<file path="src/rtl/conv_mem_write_ctrl_if.sv">
// Handshake/bus bundle between the MAC sequencer and its output-RAM write port.
// The controller connects through the slave modport; its driver uses master.
interface conv_mem_write_ctrl_if #(
  parameter int ADDR_W = 6,
  parameter int CH_W   = 2
);
  logic              start;
  logic              enable;
  logic [ADDR_W-1:0] addr;
  logic [CH_W-1:0]   chan;
  logic              wr_en;
  logic              busy;
  logic              done;

  modport master (
    output start, enable,
    input  addr, chan, wr_en, busy, done
  );

  modport slave (
    input  start, enable,
    output addr, chan, wr_en, busy, done
  );
endinterface

</file>
<file path="src/rtl/conv_mem_write_ctrl.sv">
// Write-side address sequencer: walks IMG_W x IMG_H pixels per channel, one strobe per pixel.
// Define CONV_MEM_WR_FLAT_ADDR_EN for a flat chan*IMG_W*IMG_H + pix address.
//
// state | meaning
// IDLE  | reset / waiting for start
// DELAY | counting START_DELAY enabled cycles
// RUN   | accumulate, pixel and channel counters advancing
// DONE  | pass complete, done held until next start
module conv_mem_write_ctrl #(
  parameter int IMG_W          = 8,
  parameter int IMG_H          = 8,
  parameter int CHANNELS       = 3,
  parameter int CYCLES_PER_PIX = 25,
  parameter int START_DELAY    = 1
) (
  input logic                 clk,
  input logic                 reset_n,
  conv_mem_write_ctrl_if.slave bus
);
  localparam int PIX_N = IMG_W * IMG_H;
  localparam int PIX_W = (PIX_N > 1) ? $clog2(PIX_N) : 1;
  localparam int CH_W  = (CHANNELS > 1) ? $clog2(CHANNELS) : 1;
`ifdef CONV_MEM_WR_FLAT_ADDR_EN
  localparam int ADDR_W = (PIX_N * CHANNELS > 1) ? $clog2(PIX_N * CHANNELS) : 1;
`else
  localparam int ADDR_W = PIX_W;
`endif
  localparam int CYC_W = (CYCLES_PER_PIX > 1) ? $clog2(CYCLES_PER_PIX) : 1;
  localparam int DLY_W = (START_DELAY > 1) ? $clog2(START_DELAY) : 1;

  localparam logic [CYC_W-1:0] CYC_LAST = CYC_W'(CYCLES_PER_PIX - 1);
  localparam logic [PIX_W-1:0] PIX_LAST = PIX_W'(PIX_N - 1);
  localparam logic [CH_W-1:0]  CH_LAST  = CH_W'(CHANNELS - 1);
  localparam logic [DLY_W-1:0] DLY_LAST = DLY_W'((START_DELAY > 0) ? START_DELAY - 1 : 0);

  typedef enum logic [1:0] {IDLE, DELAY, RUN, DONE} state_t;

  state_t           state, state_nx;
  logic [CYC_W-1:0] cyc_cnt, cyc_nx;
  logic [PIX_W-1:0] pix, pix_nx;
  logic [CH_W-1:0]  chan_q, chan_nx;
  logic [DLY_W-1:0] dly_cnt, dly_nx;
  logic             pix_end;

  always_ff @(posedge clk) begin
    if (!reset_n) begin
      state   <= IDLE;
      cyc_cnt <= '0;
      pix     <= '0;
      chan_q  <= '0;
      dly_cnt <= '0;
    end else begin
      state   <= state_nx;
      cyc_cnt <= cyc_nx;
      pix     <= pix_nx;
      chan_q  <= chan_nx;
      dly_cnt <= dly_nx;
    end
  end

  assign pix_end = (cyc_cnt == CYC_LAST);

  always_comb begin
    state_nx = state;
    cyc_nx   = cyc_cnt;
    pix_nx   = pix;
    chan_nx  = chan_q;
    dly_nx   = dly_cnt;
    case (state)
      IDLE, DONE: begin
        // start is deliberately not qualified by enable
        if (bus.start) begin
          state_nx = (START_DELAY == 0) ? RUN : DELAY;
          cyc_nx   = '0;
          pix_nx   = '0;
          chan_nx  = '0;
          dly_nx   = '0;
        end
      end
      DELAY: begin
        if (bus.enable) begin
          if (dly_cnt == DLY_LAST) state_nx = RUN;
          else                     dly_nx   = dly_cnt + 1'b1;
        end
      end
      RUN: begin
        if (bus.enable) begin
          if (pix_end) begin
            cyc_nx = '0;
            if (pix == PIX_LAST) begin
              // final pixel of final channel: hold pix/chan, leave for DONE
              if (chan_q == CH_LAST) begin
                state_nx = DONE;
              end else begin
                pix_nx  = '0;
                chan_nx = chan_q + 1'b1;
              end
            end else begin
              pix_nx = pix + 1'b1;
            end
          end else begin
            cyc_nx = cyc_cnt + 1'b1;
          end
        end
      end
      default: state_nx = IDLE;
    endcase
  end

`ifdef CONV_MEM_WR_FLAT_ADDR_EN
  localparam logic [ADDR_W-1:0] PIX_N_A = ADDR_W'(PIX_N);
  assign bus.addr = ADDR_W'(chan_q) * PIX_N_A + ADDR_W'(pix);
`else
  assign bus.addr = pix;
`endif

  assign bus.chan  = chan_q;
  assign bus.wr_en = (state == RUN) && bus.enable && pix_end;
  assign bus.busy  = (state == DELAY) || (state == RUN);
  assign bus.done  = (state == DONE);
endmodule
</file>
<file path="src/flat_wrapper.sv">
// flat-port wrapper written by rule: the top's interface ports become plain ports
module conv_mem_write_ctrl_flat 
#(
  parameter int IMG_W          = 8,
  parameter int IMG_H          = 8,
  parameter int CHANNELS       = 3,
  parameter int CYCLES_PER_PIX = 25,
  parameter int START_DELAY    = 1
)
  (clk, reset_n, bus_start, bus_enable, bus_addr, bus_chan, bus_wr_en, bus_busy, bus_done);
  conv_mem_write_ctrl_if bus_i ();
  input logic clk;
  input logic reset_n;
  input wire logic [$bits(bus_i.start)-1:0] bus_start;
  input wire logic [$bits(bus_i.enable)-1:0] bus_enable;
  output wire logic [$bits(bus_i.addr)-1:0] bus_addr;
  output wire logic [$bits(bus_i.chan)-1:0] bus_chan;
  output wire logic [$bits(bus_i.wr_en)-1:0] bus_wr_en;
  output wire logic [$bits(bus_i.busy)-1:0] bus_busy;
  output wire logic [$bits(bus_i.done)-1:0] bus_done;
  assign bus_i.start = bus_start;
  assign bus_i.enable = bus_enable;
  assign bus_addr = bus_i.addr;
  assign bus_chan = bus_i.chan;
  assign bus_wr_en = bus_i.wr_en;
  assign bus_busy = bus_i.busy;
  assign bus_done = bus_i.done;
  conv_mem_write_ctrl #(.IMG_W(IMG_W), .IMG_H(IMG_H), .CHANNELS(CHANNELS), .CYCLES_PER_PIX(CYCLES_PER_PIX), .START_DELAY(START_DELAY)) u_core (.clk(clk), .reset_n(reset_n), .bus(bus_i));
endmodule
</file>
<file path="config.mk">
export PLATFORM = sky130hd
export DESIGN_NAME = conv_mem_write_ctrl_flat
export DESIGN_NICKNAME = d
export VERILOG_FILES = /design/src/rtl/conv_mem_write_ctrl_if.sv /design/src/rtl/conv_mem_write_ctrl.sv /design/src/flat_wrapper.sv
export SDC_FILE = /design/constraint.sdc
export NUM_CORES = 1
export LEC_CHECK = 0
export CORE_MARGIN = 1
export CORE_UTILIZATION = 60
export CTS_CLUSTER_DIAMETER = 30
export DETAILED_ROUTE_END_ITERATION = 10
export DONT_BUFFER_PORTS = 1
export PLACE_DENSITY_LB_ADDON = 0.08
export RECOVER_POWER = 100
export SLEW_MARGIN = 25
export SYNTH_ARGS = -nofsm -noshare
export SYNTH_HDL_FRONTEND = slang
export SYNTH_SLANG_ARGS = --single-unit
</file>
<file path="constraint.sdc">
create_clock -name clk -period 2.3 [get_ports clk]
set_input_delay 0.115 -clock clk [delete_from_list [all_inputs] [get_ports clk]]
set_output_delay 0.115 -clock clk [all_outputs]
set_load 0.005 [all_outputs]
</file>
==> results.md, run 1 <==
- # Max-Cap Violations: 0
- Max Transition Viols Final: 0
- PostCTS Resize Cnt: 0
- Number of flip-flops and latches in the synthesized netlist: 15
- Avg Inst Size Synth: 8.64 um^2
- Crit path arrival time: 2.35 ns
- Source-to-sink clock delay at the later pin of the worst-skew pair: 0.30 ns
- Diode count: 0
- Clock Skew: 0.00204 ns
- Number of standard-cell rows in the floorplan: 14
- Wire length reported by the detailed router: 2210 um
- Total of fill cells in the finished design: 149
- CTS Buffer Depth: 2
- Worst max-slew margin expressed relative to the limit: 70.3%
- Count of warnings emitted by yosys: 0
- Number of iterations in the first detailed-routing pass: 4
- Worst path depth: 6
- Ys async rst share: 0%
- Static Leak: 0.367 nW
- Vias in the first global route: 801
- Startpoint of the most critical setup path: u_core.state[0]$_SDFFE_PN0P_
- Number of antenna violations at the first check in global routing: 0
- R2r endpoint: u_core.bus.addr[4]$_SDFFE_PN0P_
- Failing checks: negative hold slack
- CP max stage cell: sky130_fd_sc_hd__a2111o_1
- Worst setup path endpoint: u_core.bus.addr[4]$_SDFFE_PN0P_
- H-tree Lvls: 1
- Detail Placement HPWL: 1560 um
- Proportion of netlist area held by the largest area contributor: 31.0%
- Setup CP Type: flop to flop
- Hold violation total from the final report: 1
- Placer Congestion: 0.839
- Number of DRC markers after the initial detailed-route iteration: 33
- Delay contributed by the slowest stage of the critical path: 0.48 ns
- Wire length of the first global-routing pass: 3600 um
- Inserted Clock Buffers: 3
- Fraction of layout instances using a drive strength above 1: 12.0%
- Worst hold path class: input port to flop
- Overall fraction of global-route tracks in use: 26.6%
- Top cells by area, synth: sky130_fd_sc_hd__dfxtp_1 31%, sky130_fd_sc_hd__ha_1 9.1%, sky130_fd_sc_hd__nand3_1 4.1%, sky130_fd_sc_hd__a21oi_1 3.6%, sky130_fd_sc_hd__nor3_1 3.1%
- Number of DRC violations after detailed routing: 0
- Pin count of the biggest net entering global routing: 12
- Overflow after GRT: 0
- Sum of buffers and inverters on the critical path: 1
- Final routed wire length divided by cell count: 16.6 um
- Register-to-register path setup slack: 0.16 ns
- Critical path startpoint category: flop
- Critical path, cell by cell: inv_1 > ha_1 > nor2b_1 > a2111o_1 > or3_1 > o41ai_2
- Number of primary I/O pins: 15
- Setup repair after global routing missed its margin: no
- CTS clock-pin slew for the worst setup and hold paths: 0.10 ns
- Count of different cell masters after synthesis: 41
- Area of the core: 1510 um^2
- Highest clock rate: 468 MHz
- Post-DRT Antenna Nets: 0
- Reg2reg path depth: 6
- Dominant register cell in the synthesized netlist: sky130_fd_sc_hd__dfxtp_1
- Area Overhead vs Synth: 6.73%
- CTS sink cnt: 15
- Number of enable-type register cells in the synthesized netlist: 0
- Max Fanout on Critical Path: 7
- Source of the worst hold timing path: reset_n
- Final setup violation count: 0
- Transition time at the pin with the least slew margin: 0.446 ns
- Cell type contributing the most total cell area after synthesis: sky130_fd_sc_hd__dfxtp_1
- Power per cell area: 1040 nW/um^2
- Clock period minus final worst setup slack: 2.14 ns
- Result of the run: complete, but fails checks
- CTS tree: done
- Mapped Cells: 112
- Maximum resistive drop on vdd: 0.000816 V
- Sequential area share after synthesis: 31.0%
- Initial Utilization: 64.2%
- Fin nets: 129
- Total number of vias: 884
- Floorplan die area: 1780 um^2
- Post-DR vias/cell: 6.65
- Worst reg2reg startpoint: u_core.state[0]$_SDFFE_PN0P_
- Worst path required time: 2.52 ns
- Fin Setup TNS: 0 ns
- Cell at the root of the clock tree: sky130_fd_sc_hd__clkbuf_4
- Utilization after layout: 68.5%
- Syn_nets: 123
- Type of element capturing the critical path: flop
- Post-Synthesis Cell Area: 967 um^2
- WHS: -0.00934 ns
- Chip Height: 42.2 um
- Share of the clock period used by the worst path after layout: 92.9%
- Kind of cell adding the most delay to the critical path: compound AO/OA/AOI/OAI gates
- Total of buffers placed on input and output ports: 0
- Chip width: 42.2 um
cells by family (layout without fill, tap and decap cells):
family / Yosys count / in the layout / share of synthesized area (%)
mux: 2 / 2 / 2.20
fa+ha+maj: 7 / 7 / 9.06
compound gates: 34 / 34 / 27.4
flops: 15 / 15 / 31.0
simple gates: 42 / 42 / 25.4
buf+inv: 12 / 17 / 4.92
stage by stage:
step                setup WS (ns)  power [mW]  instance area (um^2)  instances
floorplan                   0.265       0.773                   967        112
global placement            0.264       0.889                  1000        128
detailed placement          0.218       0.907                  1000        128
CTS                         0.173        1.07                  1040        133
global route               0.0240        1.14                  1030        133
finish                      0.164        1.07                  1030        133
cells in the mapped netlist, types with 2 or more instances:
cell type	count
sky130_fd_sc_hd__o41ai_1	2
sky130_fd_sc_hd__nand3b_1	2
sky130_fd_sc_hd__a21boi_0	2
sky130_fd_sc_hd__clkbuf_1	2
sky130_fd_sc_hd__o21a_1	4
sky130_fd_sc_hd__nand3_1	8
sky130_fd_sc_hd__o21ai_0	4
sky130_fd_sc_hd__nor2b_1	2
sky130_fd_sc_hd__o31ai_1	2
sky130_fd_sc_hd__ha_1	7
sky130_fd_sc_hd__nand2b_1	2
sky130_fd_sc_hd__buf_2	2
sky130_fd_sc_hd__inv_1	8
sky130_fd_sc_hd__a211oi_1	2
sky130_fd_sc_hd__nand2_1	8
sky130_fd_sc_hd__a21oi_1	7
sky130_fd_sc_hd__nor2_1	5
sky130_fd_sc_hd__nor3_1	6
sky130_fd_sc_hd__dfxtp_1	15
worst min path at each step:
| stage | endpoint | slack (ns) | cells past startpoint |
|---|---|---|---|
| after floorplan | bus_wr_en | 0.31 | 2 |
| after global placement | u_core.cyc_cnt[4]$_SDFFE_PN0P_ | 0.24 | 1 |
| after detailed placement | u_core.cyc_cnt[4]$_SDFFE_PN0P_ | 0.24 | 1 |
| after CTS | u_core.bus.addr[4]$_SDFFE_PN0P_ | 0.005 | 2 |
| after global routing | u_core.bus.addr[4]$_SDFFE_PN0P_ | 0.01 | 2 |
| final | u_core.bus.addr[4]$_SDFFE_PN0P_ | -0.009 | 2 |
worst reg2reg max path, stage by stage (launching register included):
cell and delay, ns:
sky130_fd_sc_hd__dfxtp_1 0.37, sky130_fd_sc_hd__inv_1 0.07, sky130_fd_sc_hd__ha_1 0.36, sky130_fd_sc_hd__nor2b_1 0.17, sky130_fd_sc_hd__a2111o_1 0.48, sky130_fd_sc_hd__or3_1 0.42
sky130_fd_sc_hd__o41ai_2 0.19
where the power goes:
| part | total [mW] | switching [mW] | internal [mW] |
|---|---|---|---|
| clock | 0.165 | 0.100 | 0.0650 |
| sequential | 0.313 | 0.0239 | 0.289 |
| combinational | 0.594 | 0.368 | 0.226 |
cells in the final DEF (no fill, tap or decap), drive strengths merged, types with 2 or more instances in the layout:
cell / instances
a211oi: 2
a21boi: 2
a21o: 2
a21oi: 7
buf: 4
clkbuf: 3
dfxtp: 15
ha: 7
inv: 8
nand2: 8
nand2b: 2
nand3: 8
nand3b: 2
nand4b: 2
nor2: 5
nor2b: 2
nor3: 6
o21a: 4
o21ai: 5
o311ai: 2
o31ai: 2
o41ai: 3
or3: 2
repair_timing:
| item | in CTS | in global routing |
|---|---|---|
| hold buffers | 1 | 0 |
| endpoints found under the setup margin | 0 | 0 |
| buffers inserted | 0 | 0 |
| hold endpoints to repair | 4 | 0 |
area by class of cell:
type	instances	area (um^2)	area share, %
Clock buffer	3	22.5	2.18
Clock inverter	1	5.00	0.485
Inverter	8	30.0	2.91
Multi-Input combinational cell	85	614	59.5
Sequential cell	15	300	29.1
Tap cell	16	20.0	1.94
Timing Repair Buffer	5	40.0	3.88
registers in the layout (all words and copies together), names as in the netlist:
name and cells:
u_core.cyc_cnt 5, u_core.bus.chan 2, u_core.bus.addr 6, u_core.state 2
routing by layer:
| metal | GRT usage (%) | part of all wire, % | vias to the layer above | wire, um |
|---|---|---|---|---|
| met3 | 4.74 | 6.3 | 8 | 139 |
| met5 | 0 | 0 | - | 0 |
| met1 | 36.3 | 44 | 411 | 981 |
| li1 | - | - | 427 | - |
| met4 | 11.3 | 2.7 | 0 | 59 |
| met2 | 41.6 | 47 | 38 | 1030 |
Note: power is estimated with default switching activity, not from simulation.
==> run 2: changes to the inputs <==
--- a/config.mk
+++ b/config.mk
@@ -10,7 +10,7 @@
 export CTS_CLUSTER_DIAMETER = 30
 export DETAILED_ROUTE_END_ITERATION = 10
 export DONT_BUFFER_PORTS = 1
-export PLACE_DENSITY_LB_ADDON = 0.08
+export PLACE_DENSITY = 0.86
 export RECOVER_POWER = 100
 export SLEW_MARGIN = 25
 export SYNTH_ARGS = -nofsm -noshare
==> run 2 against run 1 <==
  * The flow now finishes without violations
  * Fmax shrank 0.54%
  * Global-route usage shrank 1.4 points
  * Die area is the same
  * Critical endpoint unchanged
  * Power shrank 3.6%
==> results.md, run 2 (same netlist as run 1, synthesis figures left out) <==
- Transition time at the pin with the least slew margin: 0.462 ns
- Chip Height: 42.2 um
- Source-to-sink clock delay at the later pin of the worst-skew pair: 0.29 ns
- Cell at the root of the clock tree: sky130_fd_sc_hd__clkbuf_4
- Max Transition Viols Final: 0
- Clock period minus final worst setup slack: 2.15 ns
- CTS Buffer Depth: 2
- Placer Congestion: 0.846
- Delay contributed by the slowest stage of the critical path: 0.40 ns
- Initial Utilization: 64.2%
- Cell area reported after detailed placement: 985 um^2
- Share of the clock period used by the worst path after layout: 93.4%
- Worst hold path class: input port to flop
- Top layer reached by signal wires: met4
- Total power after layout: 1.03 mW
- Max Fanout on Critical Path: 7
- Fraction of layout instances using a drive strength above 1: 10.4%
- Number of iterations in the first detailed-routing pass: 4
- Buffers inserted during post-CTS setup optimization: 0
- Number of primary I/O pins: 15
- Total number of vias: 871
- Sum of routed wire segments on met1: 967 um
- Cell depth of the worst hold path: 2
- Number of cells in the design after placement: 126
- Diode count: 0
- Number of standard-cell rows in the floorplan: 14
- Vias in the first global route: 783
- Critical path, cell by cell: inv_1 > ha_1 > nor2b_1 > a2111o_1 > or3_4 > o41ai_2
- Inserted Clock Buffers: 3
- CTS sink cnt: 15
- Source of the worst hold timing path: reset_n
- Detailed-routed wire length on met2: 1000 um
- Final routed wire length divided by cell count: 16.1 um
- Type of element capturing the critical path: flop
- Overflow after GRT: 0
- Final design area excluding fillers: 1020 um^2
- Result of the run: finished, final reports clean
- Total of fill cells in the finished design: 125
- Hold Path End: u_core.bus.addr[4]$_SDFFE_PN0P_
- CP max stage cell: sky130_fd_sc_hd__or3_4
- Clock Skew: 0.00272 ns
- Static Leak: 0.356 nW
- Detail Placement HPWL: 1510 um
- Most common cell after layout, fill and taps aside: sky130_fd_sc_hd__dfxtp_1
- CTS tree: done
- Number of DRC markers after the initial detailed-route iteration: 25
- Final setup violation count: 0
- Overall fraction of global-route tracks in use: 25.2%
- Worst path depth: 6
- Kind of cell adding the most delay to the critical path: simple AND/OR/NAND/NOR gates
- Most frequent cells in the layout: 15 x sky130_fd_sc_hd__dfxtp_1, 8 x sky130_fd_sc_hd__inv_1, 8 x sky130_fd_sc_hd__nand2_1, 8 x sky130_fd_sc_hd__nand3_1
- Worst reg2reg startpoint: u_core.state[0]$_SDFFE_PN0P_
- Maximum resistive drop on vdd: 0.000921 V
- Wire length of the first global-routing pass: 3460 um
- Pin count of the biggest net entering global routing: 13
- Total of buffers placed on input and output ports: 0
- Chip width: 42.2 um
- H-tree Lvls: 1
- Area Overhead vs Synth: 5.56%
- Number of antenna violations at the first check in global routing: 0
- WHS: 0.0192 ns
- Register-to-register path setup slack: 0.15 ns
- R2r endpoint: u_core.bus.addr[4]$_SDFFE_PN0P_
- CTS clock-pin slew for the worst setup and hold paths: 0.09 ns
- Setup CP Type: flop to flop
- Area of the core: 1510 um^2
- Post-DR vias/cell: 6.65
- Fin Setup TNS: 0 ns
- Crit path arrival time: 2.33 ns
- Number of flip-flops in the largest register: 6
- Total met3 wirelength after detailed routing: 112 um
- # Max-Cap Violations: 0
- Reg2reg path depth: 6
- Setup repair after global routing missed its margin: no
- Highest clock rate: 466 MHz
- Fin nets: 127
- Worst max-slew margin expressed relative to the limit: 69.2%
- Post-DRT Antenna Nets: 0
- Power per cell area: 1010 nW/um^2
- Number of DRC violations after detailed routing: 0
- Critical path startpoint category: flop
- Worst path required time: 2.49 ns
- Wire length reported by the detailed router: 2110 um
- Sum of buffers and inverters on the critical path: 1
- Hold violation total from the final report: 0
- Floorplan die area: 1780 um^2
- Non-filler instance count after layout: 131
[run 2: cell types whose count changed in the layout (fill, tap and decap cells not counted), sizes merged]
cell	change
clkinv	-1
buf	-2
clkbuf	+1
[run 2: final cells by class]
type	instances	area (um^2)	area share (%)
multi-input combinational	85	619	60.7
sequential	15	300	29.4
inverter	8	30.0	2.94
clock buffer	4	26.3	2.57
timing repair buffer	3	25.0	2.45
tap	16	20.0	1.96
[run 2: where the power goes]
part           total [mW]  switching [mW]  internal, mW
clock               0.151          0.0835        0.0675
sequential          0.313          0.0247         0.289
combinational       0.569           0.358         0.211
total                1.03           0.466         0.567
[run 2: worst max path at each step]
| stage | end | start |
|---|---|---|
| after floorplan | u_core.bus.addr[4]$_SDFFE_PN0P_ | u_core.state[0]$_SDFFE_PN0P_ |
| after global routing | u_core.bus.addr[4]$_SDFFE_PN0P_ | u_core.state[0]$_SDFFE_PN0P_ |
| final | u_core.bus.addr[4]$_SDFFE_PN0P_ | u_core.state[0]$_SDFFE_PN0P_ |
| after global placement | u_core.bus.addr[4]$_SDFFE_PN0P_ | u_core.state[0]$_SDFFE_PN0P_ |
| after CTS | u_core.bus.addr[4]$_SDFFE_PN0P_ | u_core.state[0]$_SDFFE_PN0P_ |
| after detailed placement | u_core.bus.addr[4]$_SDFFE_PN0P_ | u_core.state[0]$_SDFFE_PN0P_ |
[run 2: layer usage]
metal  GRT usage [%]  up-vias
met5               0        -
met4            5.63        0
met3            8.19        4
met2            42.8       21
met1            31.2      422
li1                -      424
[run 2: what timing repair did]
action                                 CTS  global route
endpoints found under the hold margin    4             0
setup endpoints to repair                0             1
hold buffers                             1             0
gates resized for setup                  0             0
[run 2: worst reg2reg max path, delay by kind of cell (launching register included)]
| kind | cells | cell delay (ns) |
|---|---|---|
| AOI/OAI and AO/OA | 2 | 0.62 |
| adders and majority gates | 1 | 0.36 |
| buffers and inverters | 1 | 0.08 |
| DFF | 1 | 0.36 |
| and+or+nand+nor | 2 | 0.63 |
[run 2: stage by stage]
stage / setup slack [ns] / util, %
floorplan: 0.265 / -
global placement: 0.200 / 65.4
detailed placement: 0.0897 / 65.4
CTS: 0.0651 / 67.8
global route: 0.0198 / 67.8
finish: 0.152 / 67.8
